`src/rtl/ht_walk_ctrl.sv`:
```
// Hash-table walk controller: hashes a VPN/ASID miss to a bucket and linearly probes the table RAM.
// Optional statistics counters are built only when HT_WALK_STATS_EN is defined.
module ht_walk_ctrl #(
  parameter int VPN_W     = 20,
  parameter int ASID_W    = 10,
  parameter int PPN_W     = 20,
  parameter int ADR_W     = 10,
  parameter int MAX_PROBE = 8,
  localparam int ENT_W    = 1 + ASID_W + VPN_W + PPN_W,
  localparam int PRB_W    = $clog2(MAX_PROBE + 1)
) (
  input  logic              clk,
  input  logic              rst,
  input  logic              req_i,
  input  logic [VPN_W-1:0]  req_vpn_i,
  input  logic [ASID_W-1:0] req_asid_i,
  output logic              req_rdy_o,
  input  logic              flush_i,
  input  logic              sw_req_i,
  output logic              ram_en_o,
  output logic [ADR_W-1:0]  ram_adr_o,
  input  logic [ENT_W-1:0]  ram_dat_i,
  output logic              rsp_v_o,
  input  logic              rsp_rdy_i,
  output logic              rsp_hit_o,
  output logic [PPN_W-1:0]  rsp_ppn_o,
  output logic [PRB_W-1:0]  rsp_probes_o,
  output logic [31:0]       stat_lookups_o,
  output logic [31:0]       stat_hits_o
);

  localparam logic [1:0] S_IDLE  = 2'd0;
  localparam logic [1:0] S_ISSUE = 2'd1;
  localparam logic [1:0] S_CHECK = 2'd2;
  localparam logic [1:0] S_RESP  = 2'd3;

  localparam logic [PRB_W-1:0] PROBE_LIMIT = PRB_W'(MAX_PROBE);

  logic [1:0]        state, state_d;
  logic [VPN_W-1:0]  vpn_q;
  logic [ASID_W-1:0] asid_q;
  logic [ADR_W-1:0]  adr_q;
  logic [PRB_W-1:0]  probes_q;
  logic              rsp_hit_q;
  logic [PPN_W-1:0]  rsp_ppn_q;

  logic              ent_v;
  logic [ASID_W-1:0] ent_asid;
  logic [VPN_W-1:0]  ent_vpn;
  logic [PPN_W-1:0]  ent_ppn;
  logic              ent_hit;
  logic              accept;
  logic              walk_done;

  // Bucket = low VPN bits XOR the ASID, zero-extended or truncated to the address width.
  function automatic logic [ADR_W-1:0] bucket(input logic [VPN_W-1:0]  vpn,
                                              input logic [ASID_W-1:0] asid);
    logic [ADR_W-1:0] a;
    a = '0;
    for (int i = 0; i < ADR_W && i < ASID_W; i++) a[i] = asid[i];
    return vpn[ADR_W-1:0] ^ a;
  endfunction

  assign ent_v    = ram_dat_i[ENT_W-1];
  assign ent_asid = ram_dat_i[PPN_W+VPN_W +: ASID_W];
  assign ent_vpn  = ram_dat_i[PPN_W +: VPN_W];
  assign ent_ppn  = ram_dat_i[PPN_W-1:0];
  assign ent_hit  = ent_v && (ent_asid == asid_q) && (ent_vpn == vpn_q);

  assign accept    = (state == S_IDLE) && req_i && !flush_i;
  assign walk_done = ent_hit || !ent_v || (probes_q == PROBE_LIMIT);

  always_comb begin
    state_d   = state;
    req_rdy_o = 1'b0;
    ram_en_o  = 1'b0;
    case (state)
      S_IDLE: begin
        req_rdy_o = ~flush_i;
        if (accept) state_d = S_ISSUE;
      end
      S_ISSUE: begin
        // Software owns the RAM port whenever it asks; the walk just waits.
        if (!sw_req_i && !flush_i) begin
          ram_en_o = 1'b1;
          state_d  = S_CHECK;
        end
      end
      S_CHECK: state_d = walk_done ? S_RESP : S_ISSUE;
      S_RESP:  if (rsp_rdy_i) state_d = S_IDLE;
      default: state_d = S_IDLE;
    endcase
    if (flush_i) state_d = S_IDLE;
  end

  assign ram_adr_o    = ram_en_o ? adr_q : '0;
  assign rsp_v_o      = (state == S_RESP);
  assign rsp_hit_o    = rsp_hit_q;
  assign rsp_ppn_o    = rsp_ppn_q;
  assign rsp_probes_o = probes_q;

  always_ff @(posedge clk or posedge rst) begin
    if (rst) begin
      state     <= S_IDLE;
      probes_q  <= '0;
      rsp_hit_q <= 1'b0;
      rsp_ppn_q <= '0;
    end else begin
      state <= state_d;
      if (accept)
        probes_q <= '0;
      else if (ram_en_o)
        probes_q <= probes_q + PRB_W'(1);
      if (state == S_CHECK && state_d == S_RESP) begin
        rsp_hit_q <= ent_hit;
        rsp_ppn_q <= ent_hit ? ent_ppn : '0;
      end
    end
  end

  // Request key and probe address only matter once a walk is under way.
  always_ff @(posedge clk) begin
    if (accept) begin
      vpn_q  <= req_vpn_i;
      asid_q <= req_asid_i;
      adr_q  <= bucket(req_vpn_i, req_asid_i);
    end else if (state == S_CHECK && state_d == S_ISSUE) begin
      adr_q <= adr_q + ADR_W'(1);
    end
  end

`ifdef HT_WALK_STATS_EN
  logic [31:0] lookups_q;
  logic [31:0] hits_q;
  logic        rsp_done;

  function automatic logic [31:0] sat_inc(input logic [31:0] v);
    return (v == 32'hFFFF_FFFF) ? v : v + 32'd1;
  endfunction

  assign rsp_done = rsp_v_o && rsp_rdy_i && !flush_i;

  always_ff @(posedge clk or posedge rst) begin
    if (rst) begin
      lookups_q <= '0;
      hits_q    <= '0;
    end else if (rsp_done) begin
      lookups_q <= sat_inc(lookups_q);
      if (rsp_hit_q) hits_q <= sat_inc(hits_q);
    end
  end

  assign stat_lookups_o = lookups_q;
  assign stat_hits_o    = hits_q;
`else
  assign stat_lookups_o = '0;
  assign stat_hits_o    = '0;
`endif

endmodule

```
`config.mk`:
```
export PLATFORM = sky130hd
export DESIGN_NAME = ht_walk_ctrl
export DESIGN_NICKNAME = d
export VERILOG_FILES = /design/src/rtl/ht_walk_ctrl.sv
export SDC_FILE = /design/constraint.sdc
export NUM_CORES = 1
export LEC_CHECK = 0
export CAP_MARGIN = 20
export CORE_ASPECT_RATIO = 1.1
export CORE_MARGIN = 5
export CORE_UTILIZATION = 38
export DETAILED_ROUTE_END_ITERATION = 6
export HOLD_SLACK_MARGIN = 0.1
export MAX_ROUTING_LAYER = met4
export PLACE_DENSITY_LB_ADDON = 0.3
export SYNTH_ARGS = -nofsm -noshare
export SYNTH_HDL_FRONTEND = slang
export SYNTH_SLANG_ARGS = --single-unit
```
`constraint.sdc`:
```
create_clock -name clk -period 1.9 [get_ports clk]
set_input_delay 0.57 -clock clk [delete_from_list [all_inputs] [get_ports clk]]
set_output_delay 0.57 -clock clk [all_outputs]
set_load 0.02 [all_outputs]
```
== After elaboration in Yosys (flattened, before gate mapping) ==
Cells that the tools add are included.

* Register bits: 67
* Output and inout bits: 102
* Word-level logic and storage cells: 49

* $add $sub $neg: 2
* Eq/ne operators: 8
* Multiplexer cells: 15
* Bitwise logic cells: 2
* Reductions and logical operators: 15

{| class="wikitable"
|+ Operators by type and width
! operator !! number
|-
| 10-bit two-way mux || 3
|-
| 20-bit equality test || 1
|-
| 20-bit two-way mux || 1
|-
| 10-bit by 1-bit adder with 10-bit output (second input constant) || 1
|-
| 10-bit equality test || 1
|-
| 2-bit two-way mux || 5
|-
| 10-bit XOR || 1
|-
| 4-bit two-way mux || 2
|-
| 2-bit one-hot mux with 4 select lines || 1
|-
| 1-bit logical AND || 7
|-
| 2-bit equality test (second input constant) || 3
|-
| 4-bit by 1-bit adder with 4-bit output (second input constant) || 1
|-
| 2-bit by 1-bit equality test with 1-bit output (second input constant) || 2
|-
| 4-bit equality test (second input constant) || 1
|-
| 2-bit nonzero test || 2
|-
| 1-bit logical NOT || 3
|-
| 1-bit two-way mux || 3
|-
| 2-bit logical NOT || 1
|-
| 1-bit logical OR || 2
|-
| 1-bit NOT || 1
|}

== Longest topological paths before layout ==
* Word-level depth: 12
* Mapped depth: 8
* Depth with buffers taken out: 7

== Worst setup path before layout ==
No wires, ideal clock.

* Path kind: input port to flip-flop
* Start: in flush_i
* End: reg adr_q[7], data pin
* Arrival: 2,117 ps
* Data required time: 1,617 ps
* Slack: -500 ps
* Stages on the path: 5
* Path buffers: 1
* Path through: nor3_1 > nand2_1 > inv_1 > buf_2 > o21ai_0

* Cells in the longest elaborated chain, start to end: 3

{| class="wikitable"
|+ RTL lines
! element !! RTL line !! RTL
|-
| start: declaration || 18 || <nowiki>input logic flush_i,</nowiki>
|-
| 1-bit logical NOT || 70 || <nowiki>assign accept = (state == S_IDLE) && req_i && !flush_i;</nowiki>
|-
| 1-bit logical AND || 70 ||
|-
| named net accept || 52 || <nowiki>logic accept;</nowiki>
|-
| 10-bit two-way mux || 123 || <nowiki>if (accept) begin</nowiki>
|-
| end signal: assignment || 126 || <nowiki>adr_q <= bucket(req_vpn_i, req_asid_i);</nowiki>
|-
| end signal: assignment || 128 || <nowiki>adr_q <= adr_q + ADR_W'(1);</nowiki>
|-
| end: declaration || 42 || <nowiki>logic [ADR_W-1:0] adr_q;</nowiki>
|}

The timed path passes the listed nets, and every way through them passes these cells.
A chain may end at the register's enable or synchronous reset.

== Final worst setup path ==
* Start: in ram_dat_i[45]
* End: reg rsp_ppn_q[15], in the netlist rsp_ppn_o[15]

* Cells in the longest elaborated chain, start to end: 10
* Elaborated cells between the ends (all ways): 11

{| class="wikitable"
|+ RTL lines
! element !! RTL line !! RTL
|-
| start: declaration || 22 || <nowiki>input logic [ENT_W-1:0] ram_dat_i,</nowiki>
|-
| 10-bit equality test (*) || 68 || <nowiki>assign ent_hit = ent_v && (ent_asid == asid_q) && (ent_vpn == vpn_q);</nowiki>
|-
| 1-bit logical AND (*) (2 in a row) || 68 ||
|-
| 1-bit logical OR (2 in a row) || 71 || <nowiki>assign walk_done = ent_hit || !ent_v || (probes_q == PROBE_LIMIT);</nowiki>
|-
| 2-bit two-way mux || 89 || <nowiki>S_CHECK: state_d = walk_done ? S_RESP : S_ISSUE;</nowiki>
|-
| 2-bit one-hot mux with 4 select lines || 77 || <nowiki>case (state)</nowiki>
|-
| 2-bit two-way mux || 93 || <nowiki>if (flush_i) state_d = S_IDLE;</nowiki>
|-
| 2-bit equality test || 114 || <nowiki>if (state == S_CHECK && state_d == S_RESP) begin</nowiki>
|-
| 1-bit logical AND || 114 ||
|-
| end signal: assignment || 116 || <nowiki>rsp_ppn_q <= ent_hit ? ent_ppn : '0;</nowiki>
|-
| end: declaration || 45 || <nowiki>logic [PPN_W-1:0] rsp_ppn_q;</nowiki>
|}

Mark *: on every way between the ends. The rest lies on a longest branch, timed or not.

==> summary.md <==
| Metric | Value |
|---|---|
| Max frequency | `0.472 GHz` |
| Final Setup Violations | `40` |
| Synthesized-area fraction occupied by adder cells | `0.943%` |
| Gate count of the mapped netlist | `377` |
| Total of warnings raised by yosys | `0` |
| Status | `finished with violations` |
| Antenna violations before repair | `0` |
| Overall power of the completed layout | `0.00406 W` |
| CTS clock-pin slew for the worst setup and hold paths | `50 ps` |
| RSZ-0062 raised after global routing | `yes` |
| Register bit count reported by yosys | `67` |
| Final core area utilization | `59.2%` |
| Top-level I/O count | `189` |
| Arrival time of the worst setup path | `2310 ps` |
| Total of max-cap violations | `0` |
| Count of antenna diodes in the layout | `0` |
| Largest net degree at the start of global routing | `43` |
| Deepest clock path buffer count | `2` |
| Antenna viol nets, final | `0` |
| Fraction of synthesized cell area in xor and xnor cells | `11.2%` |
| DR WL met2 | `5730 µm` |
| Worst endpoint required time | `2090 ps` |
| Depth of the critical timing path with buffers and inverters included | `8` |
| Detailed-route wire length | `11200 µm` |
| Final routed wire length divided by cell count | `16.3 µm` |
| Die X | `108 µm` |
| Maximum vdd ir drop | `0.459 mV` |
| Max Slew Vio Count | `0` |
| Post-route insts no fill | `688` |
| Cell area after technology mapping | `0.00398 mm²` |
| Area fraction in and, or, nand and nor cells after synthesis | `13.0%` |
| Wire length of the first global-routing pass | `17100 µm` |
| Final Hold Fails | `0` |
| Post-placement cell count | `650` |
| Global route overflow | `0` |
| Core area | `0.0103 mm²` |
| Buf+Inv Stages, Crit Path | `3` |
| Area share of the leading cell type in the synthesized netlist | `30.2%` |
| IO buf count | `124` |
| Most area-hungry cell type in the Yosys netlist | `sky130_fd_sc_hd__edfxtp_1` |
| Kind of capture point of the worst setup path | `register` |
| Leakage power total | `2.77 nW` |
| Clk root buf | `sky130_fd_sc_hd__clkbuf_16` |
| Die extent in y | `117 µm` |
| Multiplexer share of the synthesized area | `0%` |
| Kind of critical path | `in -> reg` |
| Largest fanout on the critical path | `5` |
| Row Count | `39` |
| TritonCTS Buffers | `9` |
| Hold-fix buffer count after cts | `0` |
| Largest family of logic cells by synthesized area | `buffers and inverters` |
| Post-route setup slack | `-220 ps` |
| Violated checks | `negative setup slack` |
| Worst min path class | `reg -> reg` |
| Routed metal-1 wirelength | `4480 µm` |
| Most frequent cell after synthesis | `sky130_fd_sc_hd__buf_4` |
| Via density per instance | `4.66` |
| Final critical-path share of the clock period | `112%` |
| Total power divided by cell area | `662 mW/mm²` |
| Drt pass-1 iters | `4` |
| Source of the critical timing path | `ram_dat_i[45]` |
| Delay of the slowest cell on the worst path | `610 ps` |
| Start of the worst register-to-register path | `asid_q[5]` |
| Top cell family by delay on the critical path | `simple AND/OR/NAND/NOR gates` |
| Number of vias after detailed routing | `3204` |
| Number of flops mapped to enable cells by yosys | `40` |
| Starting density of the core | `38.5%` |
| Worst slack after detailed placement | `-925 ps` |
| Clock latency on the worst-skew pair | `330 ps` |
| Critical path launch point type | `input port` |
| Series of cell instances along the critical path | `clkdlybuf4s15_2 > xnor2_2 > buf_4 > nand4_1 > or4_4 > buf_12 > o211ai_2 > o211ai_1` |
| Detailed Route Iter0 Violations | `108` |
| Routability congestion estimate from global placement | `0.807` |
| Share of cells above drive strength 1 | `27.2%` |
| WL met3 | `862 µm` |
| Via count of the first global-routing pass | `3335` |
| Compound-cell area share of the yosys netlist | `12.7%` |
| Final HPWL DP | `7520 µm` |
| Slowest library cell on the worst path | `sky130_fd_sc_hd__or4_4` |
| Clock skew after layout | `7.16 ps` |
| Most instantiated cells after synthesis | `64 x sky130_fd_sc_hd__buf_4, 57 x sky130_fd_sc_hd__nand2_1, 40 x sky130_fd_sc_hd__edfxtp_1, 40 x sky130_fd_sc_hd__xnor2_1, 27 x sky130_fd_sc_hd__dfrtp_1` |
| Aggregate global-route resource usage | `17.7%` |
| TritonCTS clock tree | `done` |
| Ranking of synthesized cells by area | `sky130_fd_sc_hd__edfxtp_1 30%, sky130_fd_sc_hd__dfrtp_1 17%, sky130_fd_sc_hd__buf_4 12%` |
| Post-synthesis sequential area ratio | `47.1%` |
| Total die area | `0.0126 mm²` |
| DRC violation count after routing | `0` |
| Mean instance size in the synthesized netlist | `10.6 µm²` |
| Unique masters post-synth | `28` |
| Capture instance of the worst register-to-register path | `rsp_ppn_o[15]` |
| Async S/R FF share, synth | `40.3%` |
| Htree depth | `3` |
| Tmin final | `2120 ps` |
| Number of sinks driven by the clock tree | `67` |
| Last element of the critical path | `rsp_ppn_o[15]` |
| Setup slack of the worst register-to-register path | `-170 ps` |
| Commonest register cell after synthesis | `sky130_fd_sc_hd__edfxtp_1` |
| Top layer in use | `met4` |
| Worst R2R Path Depth | `7` |
| Total Nets Final | `630` |
| Area delta synth->final | `53.9%` |
## state kept, by name (all words and copies together) (netlist names)
name,flops
rsp_ppn_o,20
vpn_q,20
adr_q,10
asid_q,10
rsp_probes_o,4
state,2
rsp_hit_o,1
## worst min-delay path: cells and delay by family, from the launching register on
kind / cells / cell delay [ps]
flip-flops: 1 / 340
AO/OA/AOI/OAI: 2 / 160
## power by group
part           leakage [nW]  internal (W)  switching, W
combinational          1.88      0.000353      0.000393
sequential            0.746       0.00162     0.0000493
clock                 0.141       0.00102      0.000621
total                  2.77       0.00299       0.00106
## per-layer routing
metal	GRT usage [%]	vias to the layer above
met3	4.56	15
li1	-	1535
met5	-	-
met1	21.0	1519
met4	4.50	0
met2	29.9	135
## repair_timing
action                     4_1_cts  5_1_grt
setup endpoints to repair       99       49
pin swaps                       42       33
setup buffers                    8        3
gates cloned                     7        4
resized for setup              181       26
## cells in the final DEF, fill, tap and decap left out, types with 9 or more instances in the layout
master,instances
sky130_fd_sc_hd__xnor2_1,15
sky130_fd_sc_hd__buf_6,16
sky130_fd_sc_hd__dlygate4sd2_1,42
sky130_fd_sc_hd__edfxtp_1,40
sky130_fd_sc_hd__nand2_1,56
sky130_fd_sc_hd__clkbuf_16,12
sky130_fd_sc_hd__o211ai_1,20
sky130_fd_sc_hd__xnor2_2,25
sky130_fd_sc_hd__nor2_1,14
sky130_fd_sc_hd__o21ai_0,9
sky130_fd_sc_hd__conb_1,64
sky130_fd_sc_hd__xor2_1,11
sky130_fd_sc_hd__clkdlybuf4s50_1,54
sky130_fd_sc_hd__o211ai_2,20
sky130_fd_sc_hd__nand4_1,14
sky130_fd_sc_hd__dfrtp_1,27
sky130_fd_sc_hd__buf_4,26
sky130_fd_sc_hd__and2_4,10
## cell type report
cell class | count | area, µm²
Clock buffer | 12 | 236
Clock inverter | 4 | 52.6
Fill cell | 908 | 4220
Inverter | 5 | 18.8
Multi-Input combinational cell | 292 | 2090
Sequential cell | 67 | 1880
Tap cell | 143 | 179
Timing Repair Buffer | 165 | 1680
## per-stage QoR
stage                     instance area, µm²  setup TNS [ps]  hold WS, ps
after detailed placement                5340          -49690          505
final                                   6130           -4580          543
after floorplan                         4270            -878          598
after global routing                    6130           -7530          587
after global placement                  5340          -48460          509
after CTS                               5950           -3930          517
## worst min path at each step
stage	from	endpoint	slack, ps	cells past startpoint
finish	rsp_hit_o	rsp_hit_o	540	2
global route	rsp_hit_o	rsp_hit_o	590	2
CTS	rsp_hit_o	rsp_hit_o	520	2
detailed placement	rsp_hit_o	rsp_hit_o	510	2
global placement	rsp_hit_o	rsp_hit_o	510	2
floorplan	adr_q[0]	adr_q[0]	600	1
## kinds of logic (layout without fill, tap and decap cells)
| family | Yosys count | after routing |
|---|---|---|
| AOI/OAI and AO/OA | 59 | 60 |
| xor gates and xnor gates | 51 | 51 |
| adders and majority gates | 3 | 3 |
| buffers and inverters | 85 | 186 |
| DFF | 67 | 67 |
| other | 1 | 64 |
| and+or+nand+nor | 111 | 114 |
Note: power is estimated with default switching activity, not from simulation.
